<file path="src/rtl/seg_pkg.sv">
// rtl/seg_pkg.sv - shared types, constants and glyph table for the display scanner
package seg_pkg;

  typedef enum logic [1:0] {GAP1, DIG1, GAP2, DIG2} scan_state_t;

  // All segments dark, active-high sense
  localparam logic [6:0] SEG_OFF = 7'h00;

  // Hex nibble to {g,f,e,d,c,b,a}, active-high
  function automatic logic [6:0] hex_to_seg(input logic [3:0] hex);
    logic [6:0] s;
    case (hex)
      4'h0: s = 7'b0111111;
      4'h1: s = 7'b0000110;
      4'h2: s = 7'b1011011;
      4'h3: s = 7'b1001111;
      4'h4: s = 7'b1100110;
      4'h5: s = 7'b1101101;
      4'h6: s = 7'b1111101;
      4'h7: s = 7'b0000111;
      4'h8: s = 7'b1111111;
      4'h9: s = 7'b1101111;
      4'hA: s = 7'b1110111;
      4'hB: s = 7'b1111100;
      4'hC: s = 7'b0111001;
      4'hD: s = 7'b1011110;
      4'hE: s = 7'b1111001;
      default: s = 7'b1110001;
    endcase
    return s;
  endfunction

endpackage

</file>
<file path="src/rtl/pwm_gen.sv">
// rtl/pwm_gen.sv - free-running brightness PWM counter and compare
module pwm_gen #(
  parameter int PWM_W = 3
) (
  input  logic             clock,
  input  logic             n_reset,
  input  logic [PWM_W-1:0] brightness,
  output logic             pwm_on
);

  logic [PWM_W-1:0] pwm_cnt;

  // Counter wraps naturally; brightness is compared live so changes apply next cycle
  always_ff @(posedge clock or negedge n_reset) begin
    if (!n_reset) pwm_cnt <= '0;
    else          pwm_cnt <= pwm_cnt + PWM_W'(1);
  end

  assign pwm_on = (pwm_cnt <= brightness);

endmodule

</file>
<file path="src/rtl/seg_scan.sv">
// rtl/seg_scan.sv - two-digit multiplexed seven-segment scanner with gaps, PWM and lead blanking
module seg_scan
  import seg_pkg::*;
#(
  parameter int CLK_DIV    = 1000,
  parameter int GAP_CYC    = 4,
  parameter int PWM_W      = 3,
  parameter int ACTIVE_LOW = 1
) (
  input  logic             clock,
  input  logic             n_reset,
  input  logic [3:0]       hex1,
  input  logic [3:0]       hex2,
  input  logic [PWM_W-1:0] brightness,
  input  logic             blank_lead,
  output logic [6:0]       seg,
  output logic [1:0]       digit_en
);

  localparam int MAX_LEN = (CLK_DIV > GAP_CYC) ? CLK_DIV : GAP_CYC;
  localparam int CW      = $clog2(MAX_LEN);
  localparam logic [CW-1:0] DIG_LAST = CW'(CLK_DIV - 1);
  localparam logic [CW-1:0] GAP_LAST = CW'(GAP_CYC - 1);
  // XOR masks applied at the output register to get the pin polarity
  localparam logic [6:0] SEG_POL = (ACTIVE_LOW != 0) ? 7'h7F : 7'h00;
  localparam logic [1:0] EN_POL  = (ACTIVE_LOW != 0) ? 2'b11 : 2'b00;

  scan_state_t   state;
  logic [CW-1:0] slot_cnt;
  logic [3:0]    snap1;
  logic [3:0]    snap2;
  logic          pwm_on;
  logic          slot_last;
  logic [6:0]    seg_nxt;
  logic [1:0]    en_nxt;

  pwm_gen #(.PWM_W(PWM_W)) u_pwm (
    .clock      (clock),
    .n_reset    (n_reset),
    .brightness (brightness),
    .pwm_on     (pwm_on)
  );

  // Slot end detection and active-high output values for the current state
  always_comb begin
    slot_last = 1'b0;
    seg_nxt   = SEG_OFF;
    en_nxt    = 2'b00;
    case (state)
      DIG1: begin
        slot_last = (slot_cnt == DIG_LAST);
        seg_nxt   = hex_to_seg(snap1);
        if (pwm_on && !(blank_lead && (snap1 == 4'h0))) en_nxt = 2'b10;
      end
      DIG2: begin
        slot_last = (slot_cnt == DIG_LAST);
        seg_nxt   = hex_to_seg(snap2);
        if (pwm_on) en_nxt = 2'b01;
      end
      default: slot_last = (slot_cnt == GAP_LAST);
    endcase
  end

  // Scan FSM, slot counter and polarity-adjusted output registers
  always_ff @(posedge clock or negedge n_reset) begin
    if (!n_reset) begin
      state    <= GAP1;
      slot_cnt <= '0;
      seg      <= SEG_OFF ^ SEG_POL;
      digit_en <= 2'b00 ^ EN_POL;
    end else begin
      seg      <= seg_nxt ^ SEG_POL;
      digit_en <= en_nxt ^ EN_POL;
      if (slot_last) begin
        slot_cnt <= '0;
        case (state)
          GAP1:    state <= DIG1;
          DIG1:    state <= GAP2;
          GAP2:    state <= DIG2;
          default: state <= GAP1;
        endcase
      end else begin
        slot_cnt <= slot_cnt + CW'(1);
      end
    end
  end

  // Nibbles are captured throughout GAP1 and frozen for the rest of the frame
  always_ff @(posedge clock or negedge n_reset) begin
    if (!n_reset) begin
      snap1 <= 4'h0;
      snap2 <= 4'h0;
    end else if (state == GAP1) begin
      snap1 <= hex1;
      snap2 <= hex2;
    end
  end

endmodule

</file>
<file path="config.mk">
export PLATFORM = sky130hd
export DESIGN_NAME = seg_scan
export DESIGN_NICKNAME = d
export VERILOG_FILES = /design/src/rtl/seg_pkg.sv /design/src/rtl/pwm_gen.sv /design/src/rtl/seg_scan.sv
export SDC_FILE = /design/constraint.sdc
export NUM_CORES = 1
export LEC_CHECK = 0
export CAP_MARGIN = 5
export CELL_PAD_IN_SITES_DETAIL_PLACEMENT = 0
export CELL_PAD_IN_SITES_GLOBAL_PLACEMENT = 1
export CORE_MARGIN = 2
export CORE_UTILIZATION = 43
export CTS_CLUSTER_SIZE = 25
export DETAILED_ROUTE_END_ITERATION = 7
export PLACE_DENSITY_LB_ADDON = 0.1
export SKIP_CTS_REPAIR_TIMING = 1
export SKIP_LAST_GASP = 1
export SYNTH_ARGS = -nofsm -noshare
export SYNTH_HDL_FRONTEND = slang
export SYNTH_SLANG_ARGS = --single-unit
</file>
<file path="constraint.sdc">
create_clock -name clock -period 2.2 [get_ports clock]
set_clock_uncertainty 0.05 [all_clocks]
set_input_delay 0.44 -clock clock [delete_from_list [all_inputs] [get_ports clock]]
set_output_delay 0.44 -clock clock [all_outputs]
set_load 0.05 [all_outputs]
</file>
## Word-level counts from Yosys, hierarchy flattened

Memories as Yosys holds them, arrays and structs flattened.
Index checks and enable logic that the tools add are counted.

- $add $sub $neg: 2
- Magnitude comparators: 1
- Equality and inequality tests: 5
- Multiplexer cells: 7
- Bitwise operators: 2
- Reduce and logical (&&, ||, !) cells: 6

Operator list:

| operator | count |
|---|---|
| $pmux 7 s2 | 1 |
| $add 10x1->10 const B | 1 |
| $eq 10x10->1 const B | 1 |
| $eq 10x2->1 const B | 1 |
| $mux 10 | 1 |
| $not 7->7 | 1 |
| $pmux 2 s3 | 1 |
| $eq 2x2->1 const B | 2 |
| $logic_not 4->1 | 1 |
| $pmux 2 s2 | 1 |
| $add 3x1->3 const B | 1 |
| $le 3x3->1 | 1 |
| $eq 2x1->1 const B | 1 |
| $logic_and 1x1->1 | 2 |
| $logic_not 2->1 | 1 |
| $mux 1 | 2 |
| $mux 2 | 1 |
| $not 2->2 | 1 |
| $reduce_or 2->1 | 1 |
| $logic_not 1->1 | 1 |

- Register bits: 32
- ROM bits: 224
- Input bits: 14
- Output and inout port bits: 9
- Word-level logic and storage cells: 32
- Memories: 2

Memories:

| name | depth | width | read ports | clocked after memory_dff | wr ports | line | text |
|---|---|---|---|---|---|---|---|
| (name not given) | 16 | 7 | 1 | 0 | 0 | seg_pkg.sv:12 | `case (hex)` |
| (name not given) | 16 | 7 | 1 | 0 | 0 | seg_pkg.sv:12 |  |

## Longest topological paths before layout

- Depth after elaboration: 7
- Mapped depth: 6
- Depth with buffers taken out: 6

## By module

Synthesis repeated with hierarchy kept, for this count alone.

- Cell total of the unflattened synthesis: 191
- Area, all modules: 1873.0 um2

Modules (own cells, without submodules):

| module | instances | cells an instance | area an instance (um2) | sequential area each (um2) |
|---|---|---|---|---|
| seg_scan | 1 | 176 | 1700.4 | 737.0 |
| pwm_gen | 1 | 15 | 172.7 | 75.1 |

## Worst setup path before layout

OpenSTA, ideal clock, no wires.

- Path kind: reg-to-reg
- Start: register slot_cnt[6]
- End: register state[1]
- Library setup time: 125 ps
- Arrival: 1572 ps
- Data required time: 2025 ps
- Path slack: 453 ps
- Cell stages (with the launch flop): 5
- Path buffers: 0
- Clock period less this slack: 1747 ps
- Cells stage by stage: dfrtp_1 > or4_1 > nor4_2 > o211a_1 > mux2_2

- Cells in the longest elaborated chain, start to end: 2
- Elaborated cells between the ends (all ways): 3
- Those cells by class: eq/ne: 2; mux: 1

Ends and longest elaborated chain:

| what | line | text |
|---|---|---|
| start, declared | seg_scan.sv:29 | `logic [CW-1:0] slot_cnt;` |
| start signal, assigned | seg_scan.sv:83 | `slot_cnt <= slot_cnt + CW'(1);` |
| $eq 10x2->1 / $eq 10x10->1 (equally long branches) | seg_scan.sv:60, seg_scan.sv:51, seg_scan.sv:56 |  |
| $mux 1 * | - |  |
| end signal, assigned | seg_scan.sv:67 | `state <= GAP1;` |
| end signal, assigned | seg_scan.sv:77 | `GAP1: state <= DIG1;` |
| end signal, assigned | seg_scan.sv:78 | `DIG1: state <= GAP2;` |
| end, declared | seg_scan.sv:28 | `scan_state_t state;` |

Mark *: on every way between the ends. The rest lies on a longest branch, timed or not.
A chain may end at the register's enable or synchronous reset.

## Worst setup path in the final report

- Start: register seg[4]
- End: output seg[4]

RTL lines:

| what | line | text |
|---|---|---|
| start, declared | seg_scan.sv:16 | `output logic [6:0] seg,` |
| start signal, assigned | seg_scan.sv:69 | `seg <= SEG_OFF ^ SEG_POL;` |
| start signal, assigned | seg_scan.sv:72 | `seg <= seg_nxt ^ SEG_POL;` |

No word-level cell between the ends.

==> flow_summary.toml <==
[synth]
synth_nets = 218
yosysTopAreaCellShare = 0.309
synth_common_cells = "dfrtp_1, ha_1, nor2_1, inv_1, nand2_1"
synth_cell_types = 38
synthTopCellsByArea = "dfrtp_1, ha_1, dfstp_2"
synth_top_area_cell = "dfrtp_1"
ys_seq_elements = 32
synth.most_common_cell = "dfrtp_1"
synth_flop_cell = "dfrtp_1"
synth_edf_count = 0
synth_sequential_area_ratio = 0.436
synthCells = 183
yosysWarnings = 0
synth_area_um2 = 1860
synthArstFlopShare = 1.00
avgSynthCellArea_um2 = 10.2

[power_and_ir_drop]
power_density_nw_per_um2 = 615
vdd_drop_max_uv = 262
p_leak_nw = 1.01

[place]
gp_congestion = 0.870
dp_cells = 250
hpwl_um = 2700
placedInstanceArea_um2 = 2130
portBuffers = 22

[critical_path]
cp_data_arrival_time_ns = 1.60
path_cells = "clkdlybuf4s50_1"
worstSetupStartpointType = "flop"
required_ns = 1.71
endpoint_kind = "primary output"
critPathTopFamily = "buffers and inverters"
slowest_delay_ns = 0.79
critPathBufInv = 1
crit_type = "reg2out"
cp_max_fo = 1
crit_slowest_cell = "clkdlybuf4s50_1"

[clocking]
clk_path_buf_depth = 2
cts_tree = "done"
clock_latency_ns = 0.28
htreeDepth = 2
path_clk_slew_ns = 0.07
cts_sinks = 32
cts_made_buffers = 5
clockRootBuffer = "clkbuf_8"

[sta]
rsz0062_at_grt = "false"
slew_viol_final = 0
max_freq_mhz = 479
fin_tns_setup_ns = 0
fin_crit_ns = 2.09
setup_viol = 0
slew-limit-headroom = 0.668
finalCritPeriodShare = 0.948
tightest_slew_ns = 0.497
hold_viol_final = 0

[floorplanning]
boundaryPins = 23
rows = 23
die-area_um2 = 4870
core_area_um2 = 4090
die_width_um = 69.8
chipHeight_um = 69.8
start_util = 0.456

[routing]
dr.pass1.iters = 5
wl_per_cell_um = 14.1
vias_per_cell = 5.15
vias = 1328
drt_iter0_drc = 78
finalWirelength_um = 3630
ant_nets = 0
drc = 0

[grt]
grt_use_total = 0.166
grt_max_degree = 33
grt_pass1_vias = 1308
grt_antenna_before_repair = 0
grt_pass1_wl_um = 6270
gr-total-overflow = 0

[cells_and_area]
n_fill_cell = 377
utilization = 0.548
num_antenna_cells = 0
fin_cells = 258
syn_to_final_growth_pct = 20.1
final_layout_size_suffix_gt1_frac = 0.135
postLayoutCellArea_um2 = 2240
num-nets-final = 242

[worst_hold_path]
worstHoldPathType = "reg2reg"

[status]
status = "complete, no violations"

[run]
cap_violations = 0
-- stage by stage --
stage | hold slack, ns | setup slack (ns) | power (mW)
finish | 0.430 | 0.114 | 1.38
detailed placement | 0.421 | 0.192 | 0.836
CTS | 0.431 | 0.0972 | 1.40
global placement | 0.384 | 0.250 | 0.833
floorplan | 0.0944 | 0.453 | 0.761
global route | 0.449 | 0.0671 | 1.45
-- sequential cells by signal (all words and copies together), names as in the netlist --
register and flops:
state 2, u_pwm.pwm_cnt 3, snap2 4, slot_cnt 10, snap1 4, seg 7, digit_en 2
-- worst paths after layout --
| path | from | endpoint | slack (ns) | depth (start not counted) |
|---|---|---|---|---|
| min in group asynchronous | n_reset | snap1[1] | 0.50 | 2 |
| worst max-delay path | seg[4] | seg[4] | 0.11 | 1 |
| worst min-delay path | slot_cnt[0] | slot_cnt[0] | 0.43 | 1 |
| worst min register to register | slot_cnt[0] | slot_cnt[0] | 0.43 | 1 |
| max in group asynchronous | n_reset | seg[6] | 1.27 | 2 |
| worst max register to register | slot_cnt[6] | state[1] | 0.21 | 4 |
-- routing by layer --
layer / track usage / wire [um] / vias to the layer above
met5: 0 / 0 / -
met4: 0.0812 / 72 / 0
met3: 0.0494 / 172 / 10
met2: 0.237 / 1620 / 30
met1: 0.228 / 1770 / 613
li1: - / - / 675
-- layout by cell type (no fill, tap or decap), types with 2 or more instances in the layout --
master,instances
a22oi_1,4
a21oi_1,7
clkdlybuf4s50_1,22
clkbuf_8,5
nor3_1,2
o21ai_0,8
nor2b_1,6
xor2_1,5
nand3_1,9
mux2_2,7
nand4_1,2
inv_1,14
nand3b_1,2
mux2i_1,3
dfrtp_1,23
xnor2_1,4
nor3b_1,2
dfstp_2,9
a31oi_1,2
nor2_1,18
buf_4,3
o31ai_1,2
nand2_1,11
ha_1,21
-- cell families (layout without fill, tap and decap cells) --
kind of cell / count (synthesis) / in the layout / share of synthesized area
AND/OR/NAND/NOR: 57 / 57 / 0.153
flip-flops: 32 / 32 / 0.436
XOR/XNOR: 9 / 9 / 0.0423
buffers and inverters: 22 / 47 / 0.0484
AO/OA/AOI/OAI: 31 / 31 / 0.109
multiplexers: 11 / 11 / 0.0705
adder cells (fa/ha/maj): 21 / 21 / 0.141
-- area by class of cell --
class	instances	area, um2	share of cell area
clock buffers	6	72.6	0.0324
clock inverters	2	35.0	0.0157
flip-flops and latches	32	812	0.363
repair buffers	25	243	0.108
multi-input cells	129	961	0.429
inverters	14	52.6	0.0235
well taps	50	62.6	0.0279
-- power breakdown --
group	internal [mW]	switching, mW	total, mW
clock network	0.336	0.216	0.552
logic	0.0833	0.104	0.187
registers	0.616	0.0213	0.638
(Power assumes the default switching activity.)
